**src/rtl/pipe_ctrl_if.sv**
```systemverilog
// pipe_ctrl_if: stall requests, branch flag and stall/flush outputs of pipe_ctrl.
// PIPE_CTRL_PERF_EN adds the stall_cycles/flush_count performance outputs.
interface pipe_ctrl_if;
    logic        stallreq_if;
    logic        stallreq_id;
    logic        stallreq_ex;
    logic        stallreq_mem;
    logic        branch_flag;
    logic [5:0]  stall;
    logic        flush;
    logic        stall_tmo;
`ifdef PIPE_CTRL_PERF_EN
    logic [31:0] stall_cycles;
    logic [31:0] flush_count;
    modport master (
        output stallreq_if, stallreq_id, stallreq_ex, stallreq_mem, branch_flag,
        input  stall, flush, stall_tmo, stall_cycles, flush_count
    );
    modport slave (
        input  stallreq_if, stallreq_id, stallreq_ex, stallreq_mem, branch_flag,
        output stall, flush, stall_tmo, stall_cycles, flush_count
    );
`else
    modport master (
        output stallreq_if, stallreq_id, stallreq_ex, stallreq_mem, branch_flag,
        input  stall, flush, stall_tmo
    );
    modport slave (
        input  stallreq_if, stallreq_id, stallreq_ex, stallreq_mem, branch_flag,
        output stall, flush, stall_tmo
    );
`endif
endinterface

```
**src/rtl/pipe_ctrl.sv**
```systemverilog
// pipe_ctrl: priority stall generation, deferred branch flush and sticky stall watchdog.
// PIPE_CTRL_PERF_EN adds stall-cycle and flush counters.
module pipe_ctrl #(
    parameter int TMO_W = 8
) (
    input logic       clk,
    input logic       rst,
    pipe_ctrl_if.slave bus
);
    typedef enum logic {RUN, FLUSH_PEND} state_t;
    state_t           state_q, state_d;
    logic [TMO_W-1:0] cnt_q, cnt_d;
    logic             tmo_q, tmo_d;
    logic [5:0]       stall;
    logic             stalled, cnt_max, want_flush, flush;
    always_comb begin
        stall = rst              ? 6'b000000 :
                bus.stallreq_mem ? 6'b011111 :
                bus.stallreq_ex  ? 6'b001111 :
                bus.stallreq_id  ? 6'b000111 :
                bus.stallreq_if  ? 6'b000011 : 6'b000000;
    end
    assign stalled = |stall;
    assign cnt_max = &cnt_q;
    // A branch seen while IF/ID is held is remembered once and released when IF/ID moves.
    always_comb begin
        want_flush = (state_q == FLUSH_PEND) || bus.branch_flag;
        flush      = !rst && !stall[1] && want_flush;
        state_d    = (stall[1] && want_flush) ? FLUSH_PEND : RUN;
        cnt_d      = !stalled ? '0 : cnt_max ? cnt_q : cnt_q + 1'b1;
        tmo_d      = tmo_q || (stalled && cnt_max);
    end
    always_ff @(posedge clk) begin
        if (rst) begin
            state_q <= RUN;
            cnt_q   <= '0;
            tmo_q   <= 1'b0;
        end else begin
            state_q <= state_d;
            cnt_q   <= cnt_d;
            tmo_q   <= tmo_d;
        end
    end
    assign bus.stall     = stall;
    assign bus.flush     = flush;
    assign bus.stall_tmo = tmo_q;
`ifdef PIPE_CTRL_PERF_EN
    logic [31:0] stall_cycles_q, stall_cycles_d, flush_count_q, flush_count_d;
    always_comb begin
        stall_cycles_d = stalled ? stall_cycles_q + 32'd1 : stall_cycles_q;
        flush_count_d  = flush ? flush_count_q + 32'd1 : flush_count_q;
    end
    always_ff @(posedge clk) begin
        if (rst) begin
            stall_cycles_q <= '0;
            flush_count_q  <= '0;
        end else begin
            stall_cycles_q <= stall_cycles_d;
            flush_count_q  <= flush_count_d;
        end
    end
    assign bus.stall_cycles = stall_cycles_q;
    assign bus.flush_count  = flush_count_q;
`endif
endmodule

```
**src/flat_wrapper.sv**
```systemverilog
// flat-port wrapper written by rule: the top's interface ports become plain ports
module pipe_ctrl_flat 
#(
    parameter int TMO_W = 8
)
  (clk, rst, bus_stallreq_if, bus_stallreq_id, bus_stallreq_ex, bus_stallreq_mem, bus_branch_flag, bus_stall, bus_flush, bus_stall_tmo);
  pipe_ctrl_if bus_i ();
  input logic clk;
  input logic rst;
  input wire logic [$bits(bus_i.stallreq_if)-1:0] bus_stallreq_if;
  input wire logic [$bits(bus_i.stallreq_id)-1:0] bus_stallreq_id;
  input wire logic [$bits(bus_i.stallreq_ex)-1:0] bus_stallreq_ex;
  input wire logic [$bits(bus_i.stallreq_mem)-1:0] bus_stallreq_mem;
  input wire logic [$bits(bus_i.branch_flag)-1:0] bus_branch_flag;
  output wire logic [$bits(bus_i.stall)-1:0] bus_stall;
  output wire logic [$bits(bus_i.flush)-1:0] bus_flush;
  output wire logic [$bits(bus_i.stall_tmo)-1:0] bus_stall_tmo;
  assign bus_i.stallreq_if = bus_stallreq_if;
  assign bus_i.stallreq_id = bus_stallreq_id;
  assign bus_i.stallreq_ex = bus_stallreq_ex;
  assign bus_i.stallreq_mem = bus_stallreq_mem;
  assign bus_i.branch_flag = bus_branch_flag;
  assign bus_stall = bus_i.stall;
  assign bus_flush = bus_i.flush;
  assign bus_stall_tmo = bus_i.stall_tmo;
  pipe_ctrl #(.TMO_W(TMO_W)) u_core (.clk(clk), .rst(rst), .bus(bus_i));
endmodule
```
**config.mk**
```make
export PLATFORM = sky130hd
export DESIGN_NAME = pipe_ctrl_flat
export DESIGN_NICKNAME = d
export VERILOG_FILES = /design/src/rtl/pipe_ctrl_if.sv /design/src/rtl/pipe_ctrl.sv /design/src/flat_wrapper.sv
export SDC_FILE = /design/constraint.sdc
export NUM_CORES = 1
export LEC_CHECK = 0
export ABC_AREA = 1
export BUFFER_PORTS_ARGS = -buffer_cell sky130_fd_sc_hd__buf_2
export CELL_PAD_IN_SITES_DETAIL_PLACEMENT = 2
export CELL_PAD_IN_SITES_GLOBAL_PLACEMENT = 2
export CORE_MARGIN = 2
export CORE_UTILIZATION = 24
export DETAILED_ROUTE_END_ITERATION = 10
export PLACE_DENSITY_LB_ADDON = 0.1
export SYNTH_ARGS = -nofsm -noshare
export SYNTH_HDL_FRONTEND = slang
export SYNTH_SLANG_ARGS = --single-unit
```
**constraint.sdc**
```tcl
create_clock -name clk -period 1.1 [get_ports clk]
set_input_delay 0.11 -clock clk [delete_from_list [all_inputs] [get_ports clk]]
set_output_delay 0.11 -clock clk [all_outputs]
set_load 0.03 [all_outputs]
```
==> reports/results.txt <==
Die width = 52.4 um
Fmax = 0.909 GHz
Mux contribution to synthesized area = 0
GP Congestion = 0.679
Pre-CTS WS = -0.0760 ns
Cell Area, Synth = 563 um^2
Post-Synth XOR/XNOR Area = 0.0156
Reg clk slew, reported paths = 0.07 ns
Req. time, crit path = 1.29 ns
Largest delay contributor family on the critical path = flip-flops
Floorplan row count = 17
Min cycle time layout = 1.10 ns
CTS sink cnt = 10
Yosys top cell by area = dfxtp_1
GRT met2 Usage = 0.235
Post-synth EDFFs = 0
Ys async rst share = 0
Slowest CP cell = dfxtp_2
Setup TNS = -0.000212 ns
Area grow syn2layout = 48.0%
Overall die height = 52.4 um
DR vias = 599
Design area = 833 um^2
Busiest layer in global routing = met2
Critical-path maximum fanout = 4
Dominant cell by count in the synthesized netlist = nand2_1
WL per Instance = 12.8 um
Sw Share = 0.291
# DRC = 0
Yosys warnings = 0
Comb pwr share = 0.193
Synth top area cells = dfxtp_1 (36%), nand2_1 (12%), nor2_8 (7.1%)
Gr ovfl total = 0
Maxcap violations = 0
Antenna Violating Nets Remaining = 0
Critical Path Sink Type = flop
Register area share after synthesis = 0.356
Die ar. = 0.00275 mm^2
Vias per inst = 4.50
Clock share of power = 0.321
P_int = 0.568 mW
CTS H-tree depth = 1
Root Buffer = clkbuf_4
Post-Syn Instances = 79
Initial antenna violation count = 0
CTS tree = yes
Total GRT Usage = 0.141
DP Area = 704 um^2
Cell variety after synth = 19
Status = finished with violations
Reg-to-reg critical path endpoint = u_core.cnt_q[1]
Hold Path Class = input pin to flop
Layout cells sized above 1 = 0.514
Max clock buf depth = 2
# IOs = 15
Post-Syn Nets = 87
Met3 Track Usage GR = 0.0257
Yosys top cell area share = 0.356
Hold wc startpoint = bus_branch_flag
Synth Area in Compound Gates = 0.100
Total power = 0.801 mW
Kind of critical path = flop to flop
Clock latency on the worst-skew pair = 0.26 ns
Maximum vdd drop = 0.458 mV
Startpoint Class = flop
Failing checks = setup timing
Port Buf Inserts = 13
# diodes = 0
Setup slack after layout = -0.000135 ns
Final setup fails = 2
Synth Register Bits = 10
Top cells by count, synth = nand2_1 (18), dfxtp_1 (10), inv_1 (8), nor2_1 (8)
Largest net degree at the start of global routing = 9
Fillers = 275
Crit path buffers/inverters = 2
Prevailing post-synth register cell = dfxtp_1
Core area = 0.00221 mm^2
Hold Buf Count CTS = 0
Crit-path cells = ha_4 -> inv_4 -> nor2_8 -> buf_4 -> nand3_1 -> a21oi_1
Number of global-route vias before repair = 644
Synth Area in Adders = 0.0222
Tcrit/Tclk final = 1.00
Pre-antenna DRT Iters = 2
Crit-path max cell delay = 0.36 ns
Routed Wire Length = 1700 um
Hpwl dp = 1280 um
First DRT Iteration DRCs = 2
Worst EP arrival = 1.29 ns
TritonCTS Buffers = 3
Final Max Tran Viols = 0
M1 GR Usage = 0.165
Hold depth = 3
NumNets Final = 115
Post-Synth Simple-Gate Area = 0.407
Static Leak = 0.429 nW
Hold Path End = u_core.state_q
Global-route wire length before repair = 2780 um
Net switching power = 0.233 mW
Initial core utilization = 0.255
RSZ-0062 raised after global routing = yes
Final hold slack = 0.112 ns
R2R depth = 6
Clk_skew = 0.00129 ns
Flop-to-flop setup slack = -0.0001 ns
Crit Reg-Reg Startpoint = u_core.cnt_q[0]
Power per standard cell area = 961 mW/mm^2
Combinational family with the most area after synthesis = simple AND/OR/NAND/NOR gates
Seq pwr share = 0.486
Final hold violation count = 0
Syn Area/Cell = 7.13 um^2
-- what timing repair did --
item,CTS,global route
buffers inserted,2,3
gates resized for setup,8,15
pin swaps,4,8
endpoints found under the setup margin,6,5
-- tightest hold or removal path: stages --
cell     delay (ns)
buf_2          0.10
o21ai_0        0.09
inv_1          0.05
-- worst max path at each step --
stage                     from               to  cells past startpoint
2_1_floorplan  u_core.cnt_q[1]  u_core.cnt_q[3]                      6
3_3_place_gp   u_core.cnt_q[1]  u_core.cnt_q[5]                      6
3_5_place_dp   u_core.cnt_q[1]  u_core.cnt_q[3]                      6
4_1_cts         u_core.state_q        bus_flush                      3
5_1_grt        u_core.cnt_q[0]  u_core.cnt_q[3]                      7
6_report       u_core.cnt_q[0]  u_core.cnt_q[1]                      6
-- per-stage QoR --
step	util	instances
2_1_floorplan	-	79
3_3_place_gp	0.318	125
3_5_place_dp	0.318	125
4_1_cts	0.348	130
5_1_grt	0.377	133
6_report	0.377	133
-- placed cells by master (no fill, tap or decap), types with 2 or more instances in the layout --
master,instances
a21oi_1,5
a21oi_2,2
buf_2,12
buf_4,12
clkbuf_4,3
dfxtp_1,4
dfxtp_2,6
inv_1,8
nand2_1,15
nand2_2,5
nand2_4,2
nand3_1,5
nand3_2,2
nand4_1,2
nor2_1,6
nor2_2,2
nor2_8,2
o21ai_0,2
-- cells by family after synthesis --
kind of cell	after synthesis
xor+xnor	1
flops	10
buf+inv	12
compound gates	11
other cells	1
fa+ha+maj	1
simple gates	43
-- power by group through the flow --
stage | clock network (mW) | registers, mW | logic (mW)
2_1_floorplan | 0 | 0.392 | 0.0811
3_3_place_gp | 0 | 0.391 | 0.133
3_5_place_dp | 0 | 0.392 | 0.137
4_1_cts | 0.272 | 0.387 | 0.147
5_1_grt | 0.283 | 0.391 | 0.170
6_report | 0.257 | 0.389 | 0.155
-- layout make-up --
| class | instances | area [um^2] | share of cell area |
|---|---|---|---|
| multi-input combinational | 57 | 367 | 0.440 |
| timing repair buffer | 25 | 161 | 0.194 |
| inverter | 10 | 40.0 | 0.0480 |
| clock buffer | 3 | 22.5 | 0.0270 |
| tap | 28 | 35.0 | 0.0420 |
| sequential | 10 | 208 | 0.249 |
-- state kept, by name (all words and copies together), names as in the netlist --
signal / count
u_core.cnt_q: 8
u_core.bus.stall_tmo: 1
u_core.state_q: 1
-- metal layers --
layer	up-vias	part of all wire	wire length (um)
met3	4	0.039	66
met2	14	0.50	853
met5	-	0	0
met4	0	0.025	42
li1	301	-	-
met1	280	0.43	734
Note: power is estimated with default switching activity, not from simulation.
